**src/rtl/jk_pkg.sv**
```systemverilog
// Shared types and helpers for the JK excitation driver and its flip-flop bank.
package jk_pkg;

    typedef enum logic [1:0] {
        IDLE   = 2'd0,
        EXCITE = 2'd1,
        CHECK  = 2'd2
    } state_t;

    // JK input pairs written as {J,K}
    localparam logic [1:0] HOLD   = 2'b00;
    localparam logic [1:0] RESET  = 2'b01;
    localparam logic [1:0] SET    = 2'b10;
    localparam logic [1:0] TOGGLE = 2'b11;

    // Number of ones in a word of up to 16 bits
    function automatic logic [4:0] popcount(input logic [15:0] v);
        logic [4:0] n;
        n = '0;
        for (int i = 0; i < 16; i++) begin
            n = n + {4'd0, v[i]};
        end
        return n;
    endfunction

endpackage

```
**src/rtl/jk_bank.sv**
```systemverilog
// Bank of WIDTH JK flip-flops, cleared asynchronously to 0. No control logic.
module jk_bank
    import jk_pkg::*;
#(
    parameter int WIDTH = 4
) (
    input  logic             clk,
    input  logic             clr,
    input  logic [WIDTH-1:0] j,
    input  logic [WIDTH-1:0] k,
    output logic [WIDTH-1:0] q
);

    logic [WIDTH-1:0] r_q;

    // Each bit follows the JK characteristic: hold, reset, set or toggle
    always_ff @(posedge clk or posedge clr) begin
        if (clr) begin
            r_q <= '0;
        end else begin
            for (int i = 0; i < WIDTH; i++) begin
                case ({j[i], k[i]})
                    HOLD:    r_q[i] <= r_q[i];
                    RESET:   r_q[i] <= 1'b0;
                    SET:     r_q[i] <= 1'b1;
                    TOGGLE:  r_q[i] <= ~r_q[i];
                endcase
            end
        end
    end

    assign q = r_q;

endmodule

```
**src/rtl/jk_excite_driver.sv**
```systemverilog
// Accepts target states, derives one cycle of J/K excitation for the bank,
// then confirms the bank landed on the target and reports the toggle count.
module jk_excite_driver
    import jk_pkg::*;
#(
    parameter int WIDTH = 4,
    parameter int CW    = $clog2(WIDTH + 1)
) (
    input  logic             clk,
    input  logic             clr,
    input  logic             tgt_valid,
    output logic             tgt_ready,
    input  logic [WIDTH-1:0] tgt_data,
    input  logic             use_toggle,
    output logic [WIDTH-1:0] j,
    output logic [WIDTH-1:0] k,
    output logic [WIDTH-1:0] q,
    output logic             done,
    output logic [CW-1:0]    tog_cnt,
    output logic             err
);

    state_t           r_state;
    logic [WIDTH-1:0] r_tgt;
    logic             r_mode;
    logic [CW-1:0]    r_tog;
    logic             r_err;

    logic [WIDTH-1:0] w_q;
    logic [WIDTH-1:0] w_diff;
    logic [WIDTH-1:0] w_j;
    logic [WIDTH-1:0] w_k;

    jk_bank #(
        .WIDTH (WIDTH)
    ) u_bank (
        .clk (clk),
        .clr (clr),
        .j   (w_j),
        .k   (w_k),
        .q   (w_q)
    );

    assign w_diff = r_tgt ^ w_q;

    // Excitation is only driven in EXCITE; unchanged bits fall out as J=K=0
    always_comb begin
        w_j = '0;
        w_k = '0;
        if (r_state == EXCITE) begin
            if (r_mode) begin
                w_j = w_diff;
                w_k = w_diff;
            end else begin
                w_j = r_tgt & ~w_q;
                w_k = ~r_tgt & w_q;
            end
        end
    end

    // Transaction sequencing: capture target, excite once, check result
    always_ff @(posedge clk or posedge clr) begin
        if (clr) begin
            r_state <= IDLE;
            r_tgt   <= '0;
            r_mode  <= 1'b0;
            r_tog   <= '0;
            r_err   <= 1'b0;
        end else begin
            case (r_state)
                IDLE: begin
                    if (tgt_valid) begin
                        r_tgt   <= tgt_data;
                        r_mode  <= use_toggle;
                        r_state <= EXCITE;
                    end
                end
                EXCITE: begin
                    r_tog   <= CW'(popcount(16'(w_diff)));
                    r_state <= CHECK;
                end
                CHECK: begin
                    if (w_q != r_tgt) begin
                        r_err <= 1'b1;
                    end
                    r_state <= IDLE;
                end
                default: r_state <= IDLE;
            endcase
        end
    end

    // Ready is held low while clr is asserted even though the state reads IDLE
    assign tgt_ready = (r_state == IDLE) && !clr;
    assign done      = (r_state == CHECK);
    assign j         = w_j;
    assign k         = w_k;
    assign q         = w_q;
    assign tog_cnt   = r_tog;
    assign err       = r_err;

endmodule

```
**config.mk**
```make
export PLATFORM = sky130hd
export DESIGN_NAME = jk_excite_driver
export DESIGN_NICKNAME = d
export VERILOG_FILES = /design/src/rtl/jk_pkg.sv /design/src/rtl/jk_bank.sv /design/src/rtl/jk_excite_driver.sv
export SDC_FILE = /design/constraint.sdc
export NUM_CORES = 1
export LEC_CHECK = 0
export ABC_AREA = 1
export ABC_CLOCK_PERIOD_IN_PS = 2400
export CAP_MARGIN = 20
export CORE_UTILIZATION = 46
export DETAILED_ROUTE_END_ITERATION = 16
export PLACE_DENSITY = 0.88
export SYNTH_ARGS = -nofsm -noshare
export SYNTH_HDL_FRONTEND = slang
export SYNTH_HIERARCHICAL = 1
export SYNTH_SLANG_ARGS = --single-unit
```
**constraint.sdc**
```tcl
create_clock -name clk -period 2.4 [get_ports clk]
set_clock_uncertainty 0.05 [all_clocks]
set_input_delay 0.36 -clock clk [delete_from_list [all_inputs] [get_ports clk]]
set_output_delay 0.36 -clock clk [all_outputs]
set_load 0.02 [all_outputs]
```
==> metrics.log, run 1 <==
[metrics] Switching Share: 0.447
[metrics] total instance count after detailed placement: 167
[metrics] setup repair after global routing missed its margin: false
[metrics] most used flip-flop cell after synthesis: sky130_fd_sc_hd__dfrtp_1
[metrics] initial antenna violation count: 0
[metrics] net load switching power: around 0.00057 W
[metrics] total die area: 2170 um^2
[metrics] CORE AREA: roughly 1800 um^2
[metrics] signal arrival time at the worst endpoint: 1760 ps
[metrics] per-cell via count in the routed design: approximately 4.5
[metrics] number of top-level pins: 26
[metrics] post-route non-filler standard cell count: 171
[metrics] register share of total power: 0.326
[metrics] number of CTS-inserted buffers: 3
[metrics] share of the yosys chip area belonging to registers: 0.410
[metrics] most common library cells after synthesis: sky130_fd_sc_hd__nand2_1, sky130_fd_sc_hd__inv_1, sky130_fd_sc_hd__dfrtp_1
[metrics] outcome: finished, final reports clean
[metrics] overflow left after global routing: 0
[metrics] number of cells upsized or downsized after cts: 8
[metrics] ratio of cells with drive above 1 in the final layout: 0.0479
[metrics] Cell Pwr Density: 1070 nW/um^2
[metrics] initial drt markers: 14
[metrics] final clock period utilization by the worst path: 0.903
[metrics] wire length on met3: 60 um
[metrics] final setup violation count: 0
[metrics] worst max-slew margin expressed relative to the limit: 0.734
[metrics] number of levels the H-tree was split into: 1
[metrics] Cell variety after synth: 14
[metrics] count of final hold-check violations: 0
[metrics] metal2 WL: 836 um
[metrics] Slew Limit Fails: 0
[metrics] initial core utilization: 0.508
[metrics] number of flops mapped to enable cells by yosys: 0
[metrics] worst skew pair latency: 280 ps
[metrics] TritonCTS sink count: 15
[metrics] Clock power frac: 0.111
[metrics] via count of the first global-routing pass: 730
[metrics] upper clock frequency limit: 0.462 GHz
[metrics] number of filler cells placed in the layout: ~150
[metrics] hold buffers post-CTS: 0
[metrics] number of setup buffers added after CTS: 0
[metrics] mean instance size in the synthesized netlist: 7.70 um^2
[metrics] number of port buffers: 25
[metrics] largest net degree at the start of global routing: 14
[metrics] Setup crit end kind: output port
[metrics] part of the power in combinational logic: 0.563
[metrics] detailed placer's ending HPWL: 1.43 mm
[metrics] cell depth of the worst flop-to-flop path: 8
[metrics] CTS Buffer Depth: 2
[metrics] synthesized flop and latch total: 15
[metrics] num rows: 15
[metrics] hold slack final: ~280 ps
[metrics] wire length of the first global-routing pass: 2.86 mm
[metrics] Post-Syn Area: between 900 and 1000 um^2
[metrics] Clk Tree Root Cell: sky130_fd_sc_hd__clkbuf_4
[metrics] CP startpoint kind: flip-flop
[metrics] area growth from synthesis to layout: 30.9%
[metrics] Worst Path Max Fanout: 5
[metrics] Worst Tran Pin Value: 398 ps
[metrics] routed via count: approximately 770
[metrics] setup tns final: 0 ps
[metrics] Crit Path Category: reg2out
[metrics] wire length the detailed router placed on met1: 806 um
[metrics] total track usage: 0.188
[metrics] CP Data Required Time: 1990 ps
[metrics] Peak VDD IR: 0.000626 V
[metrics] Detailed Routing Iterations Pass 1: 4
[metrics] share of flip-flops with an asynchronous set or reset: 1.00
[metrics] Routed wire per std cell: 10.1 um
[metrics] leading cell type by number of instances after synthesis: sky130_fd_sc_hd__nand2_1
[metrics] final critical delay including setup and external delays: 2170 ps
[metrics] leakage power of the design: ~0.7 nW
[metrics] TritonCTS clock tree: done
[metrics] Highest Signal Layer: met4
[metrics] max-cap violations: 0
[metrics] GP Congestion: 0.720
[metrics] antenna viol nets, final: 0
[metrics] worst hold-check path type: in2async
[metrics] internal portion of total power: 0.000710 W
[metrics] total number of nets in the final design: 167
[metrics] diode count: 0
[metrics] gate count of the mapped netlist: 119
[metrics] clock transition time at the flip-flop clock pins of the worst setup and hold paths: roughly 90 ps
[metrics] top post-synthesis cells by area: sky130_fd_sc_hd__dfrtp_1, sky130_fd_sc_hd__nand2_1, sky130_fd_sc_hd__ha_1
[metrics] die height: 46.6 um
[metrics] post-synthesis cell type with the largest combined area: sky130_fd_sc_hd__dfrtp_1
[metrics] fraction of post-synthesis cell area in the top cell type by area: 0.410
[metrics] Die Width: 46.6 um
[metrics] DRC violation count after routing: 0
[metrics] total of warnings raised by yosys: 6
[metrics] synthesized netlist net count: 139
[metrics] final WL: 1.72 mm
-- power groups by stage --
stage | clock (W) | combinational (W) | sequential, W
detailed placement | 0 | 0.000741 | 0.000423
finish | 0.000143 | 0.000723 | 0.000418
global placement | 0 | 0.000706 | 0.000414
CTS | 0.000147 | 0.000726 | 0.000418
floorplan | 0 | 0.000416 | 0.000469
global route | 0.000158 | 0.000817 | 0.000432
-- final timing paths --
path / slack (ps) / start / end
worst max-delay path: 230 / u_bank/q[0] / k[0]
worst min-delay path: 280 / clr / u_bank/q[3]
worst max register to register: 290 / u_bank/q[0] / tog_cnt[1]
worst min register to register: 430 / err / err
max in group asynchronous: 1650 / clr / r_tgt[2]
min in group clk: 430 / err / err
-- area by class of cell --
type | instances | area, um^2 | area share
Multi-Input combinational cell | 76 | 427 | 0.356
Timing Repair Buffer | 25 | 240 | 0.200
Clock buffer | 3 | 22.5 | 0.0188
Sequential cell | 15 | 375 | 0.313
Inverter | 26 | 97.6 | 0.0814
Tap cell | 25 | 31.3 | 0.0261
Clock inverter | 1 | 5.00 | 0.00418
-- per-layer routing --
| metal | GRT usage | vias to the layer above |
|---|---|---|
| met4 | 0.0971 | 0 |
| li1 | - | 408 |
| met5 | 0 | - |
| met3 | 0.0157 | 2 |
| met2 | 0.317 | 25 |
| met1 | 0.236 | 338 |
-- cells in the final DEF, fill, tap and decap left out, types with 3 or more instances in the layout --
cell,netlist,final
sky130_fd_sc_hd__dlygate4sd2_1,0,8
sky130_fd_sc_hd__clkbuf_4,0,3
sky130_fd_sc_hd__nor2_1,9,9
sky130_fd_sc_hd__o21ai_0,8,8
sky130_fd_sc_hd__nand2_1,38,38
sky130_fd_sc_hd__ha_1,11,11
sky130_fd_sc_hd__nand3_1,6,6
sky130_fd_sc_hd__clkdlybuf4s50_1,0,17
sky130_fd_sc_hd__inv_1,25,25
sky130_fd_sc_hd__dfrtp_1,15,15
-- cell families (layout without fill, tap and decap cells) --
group,after synthesis,after routing,share of synthesized area
AND/OR/NAND/NOR,56,56,0.250
adder cells (fa/ha/maj),12,12,0.172
flip-flops,15,15,0.410
AO/OA/AOI/OAI,8,8,0.0437
buffers and inverters,28,55,0.124
-- state kept, by name, summed over array words and instances, names as in the netlist --
register,cells
r_state,2
u_bank/q,4
r_tgt,4
r_mode,1
err,1
tog_cnt,3
-- per-stage QoR --
step	util	cell area, um^2	setup slack [ps]	power, W
floorplan	-	916	297	0.000885
global placement	0.656	1180	317	0.00112
detailed placement	0.656	1180	263	0.00116
CTS	0.665	1200	229	0.00129
global route	0.665	1200	96.9	0.00141
finish	0.665	1200	234	0.00128
-- critical path, stage by stage, from the launching register on --
cell	delay, ps
sky130_fd_sc_hd__dfrtp_1	430
sky130_fd_sc_hd__inv_1	60
sky130_fd_sc_hd__ha_1	320
sky130_fd_sc_hd__nand2_1	90
sky130_fd_sc_hd__o21ai_0	90
sky130_fd_sc_hd__nor2_1	140
sky130_fd_sc_hd__dlygate4sd2_1	350
Power figures use the tool's default switching activity.
==> run 2, diff against run 1 <==
--- a/config.mk
+++ b/config.mk
@@ -8,6 +8,7 @@
 export ABC_AREA = 1
 export ABC_CLOCK_PERIOD_IN_PS = 2400
 export CAP_MARGIN = 20
+export CORE_MARGIN = 2
 export CORE_UTILIZATION = 46
 export DETAILED_ROUTE_END_ITERATION = 16
 export PLACE_DENSITY = 0.88
==> metrics.log, run 2 (same netlist as run 1, synthesis figures left out) <==
[metrics] Crit Path Category: reg2out
[metrics] Clk Tree Root Cell: sky130_fd_sc_hd__clkbuf_4
[metrics] Design Area, Final: between 1000 and 1500 um^2
[metrics] antenna viol nets, final: 0
[metrics] signal arrival time at the worst endpoint: 1880 ps
[metrics] most frequent cells in the layout: sky130_fd_sc_hd__nand2_1, sky130_fd_sc_hd__inv_1, sky130_fd_sc_hd__clkdlybuf4s50_1
[metrics] leakage power of the design: 0.679 nW
[metrics] setup tns final: 0 ps
[metrics] cell depth of the worst flop-to-flop path: 8
[metrics] clock transition time at the flip-flop clock pins of the worst setup and hold paths: 90 ps
[metrics] setup repair after global routing missed its margin: false
[metrics] most used routing layer in global routing: met2
[metrics] Worst Path Max Fanout: 5
[metrics] max-cap violations: 0
[metrics] overflow left after global routing: 0
[metrics] worst hold-check path type: in2async
[metrics] area post-placement: 1180 um^2
[metrics] via count of the first global-routing pass: 762
[metrics] most frequent standard cell in the layout excluding fill and tap cells: sky130_fd_sc_hd__nand2_1
[metrics] worst skew pair latency: 290 ps
[metrics] die height: 48.6 um
[metrics] Cell Pwr Density: ~1100 nW/um^2
[metrics] number of port buffers: 25
[metrics] number of top-level pins: 26
[metrics] CORE AREA: 1920 um^2
[metrics] initial core utilization: 0.477
[metrics] outcome: finished, final reports clean
[metrics] Routed wire per std cell: 10.8 um
[metrics] global-route met2 utilization: 0.274
[metrics] TritonCTS sink count: 15
[metrics] hold buffers post-CTS: 0
[metrics] largest net degree at the start of global routing: 14
[metrics] register-to-register setup slack: a little under 300 ps
[metrics] final setup violation count: 0
[metrics] final WL: 1.87 mm
[metrics] CP startpoint kind: flip-flop
[metrics] total number of nets in the final design: 167
[metrics] wire length of the first global-routing pass: 3.03 mm
[metrics] met1 Resource Use GR: 0.193
[metrics] CP Data Required Time: 1990 ps
[metrics] initial drt markers: 7
[metrics] number of CTS-inserted buffers: 3
[metrics] initial antenna violation count: 0
[metrics] DRC violation count after routing: 0
[metrics] total instance count after detailed placement: 169
[metrics] ratio of cells with drive above 1 in the final layout: 0.0411
[metrics] cell at the slowest stage of the critical path: sky130_fd_sc_hd__dfrtp_1
[metrics] detailed placer's ending HPWL: 1.50 mm
[metrics] num rows: 16
[metrics] Setup crit end kind: output port
[metrics] upper clock frequency limit: 0.437 GHz
[metrics] per-cell via count in the routed design: roughly 4.7
[metrics] CTS Buffer Depth: 2
[metrics] worst max-slew margin expressed relative to the limit: 0.727
[metrics] Slew Limit Fails: 0
[metrics] final clock period utilization by the worst path: 0.954
[metrics] Worst R2R End: tog_cnt[1]
[metrics] post-route non-filler standard cell count: around 170
[metrics] GP Congestion: approximately 0.75
[metrics] number of levels the H-tree was split into: 1
[metrics] total die area: 2360 um^2
[metrics] crit-path max cell delay: 420 ps
[metrics] routed via count: around 820
[metrics] area growth from synthesis to layout: 31.0%
[metrics] Reg2Reg Launch Point: u_bank/q[0]
[metrics] total track usage: 0.167
[metrics] final core utilization: 0.624
[metrics] Worst Tran Pin Value: just over 400 ps
[metrics] fraction of met3 tracks used by global routing: 0.0432
[metrics] final critical delay including setup and external delays: 2290 ps
[metrics] diode count: 0
[metrics] Peak VDD IR: about 0.00054 V
[metrics] cell-by-cell listing of the critical path: inv_1 -> ha_1 -> nand2_1 -> o21ai_0 -> nor2_1 -> dlygate4sd2_1
[metrics] count of final hold-check violations: 0
[metrics] Die Width: approximately 49 um
[metrics] worst setup margin: around 110 ps
[metrics] Detailed Routing Iterations Pass 1: 4
[metrics] worst slack after detailed placement: 180 ps
[metrics] TritonCTS clock tree: done
==> run 2: changes by cell type in the layout (fill, tap and decap cells not counted) <==
cell / change
sky130_fd_sc_hd__clkbuf_1: +1
sky130_fd_sc_hd__clkinv_2: -1
==> run 2: routing by layer <==
layer  vias to the layer above  part of all wire  routed length (um)
li1                        407                 -                   -
met1                       373              0.41                 777
met2                        30              0.50                 932
met3                         5             0.064                 120
met4                         0             0.023                  44
met5                         -                 0                   0
==> run 2: worst max-delay path by stage <==
stage | depth (start not counted) | start | slack (ps) | endpoint
2_1_floorplan | 8 | u_bank/q[0] | 300 | tog_cnt[1]
3_3_place_gp | 6 | u_bank/q[1] | 320 | j[1]
3_5_place_dp | 6 | u_bank/q[2] | 180 | j[2]
4_1_cts | 6 | u_bank/q[2] | 130 | j[2]
5_1_grt | 6 | u_bank/q[2] | 5 | k[2]
6_report | 6 | u_bank/q[2] | 110 | j[2]
==> run 2: stage by stage <==
stage | hold slack (ps) | total power [W]
2_1_floorplan | 76.1 | 0.000885
3_3_place_gp | 400 | 0.00112
3_5_place_dp | 408 | 0.00116
4_1_cts | 264 | 0.00130
5_1_grt | 286 | 0.00140
6_report | 277 | 0.00129
==> run 2: layout make-up <==
type,instances,area [um^2]
Inverter,26,97.6
Clock buffer,4,26.3
Multi-Input combinational cell,76,427
Timing Repair Buffer,25,240
Tap cell,27,33.8
Sequential cell,15,375
Fill cell,179,722
==> run 2: power by group <==
part	internal [W]	switching (W)	total, W	leakage [nW]
clock	0.0000648	0.0000852	0.000150	0.0150
sequential	0.000332	0.0000838	0.000416	0.184
combinational	0.000313	0.000409	0.000722	0.481
==> run 2: worst max-delay path, delay by kind of cell (launching register included) <==
kind / cells / cell delay (ps)
fa+ha+maj: 1 / 330
buf+inv: 2 / 420
simple gates: 2 / 290
flops: 1 / 420
compound gates: 1 / 120
==> run 2: repair_timing <==
action,in CTS,in global routing
buffers inserted,0,0
gates resized for setup,8,0
endpoints found under the setup margin,8,0
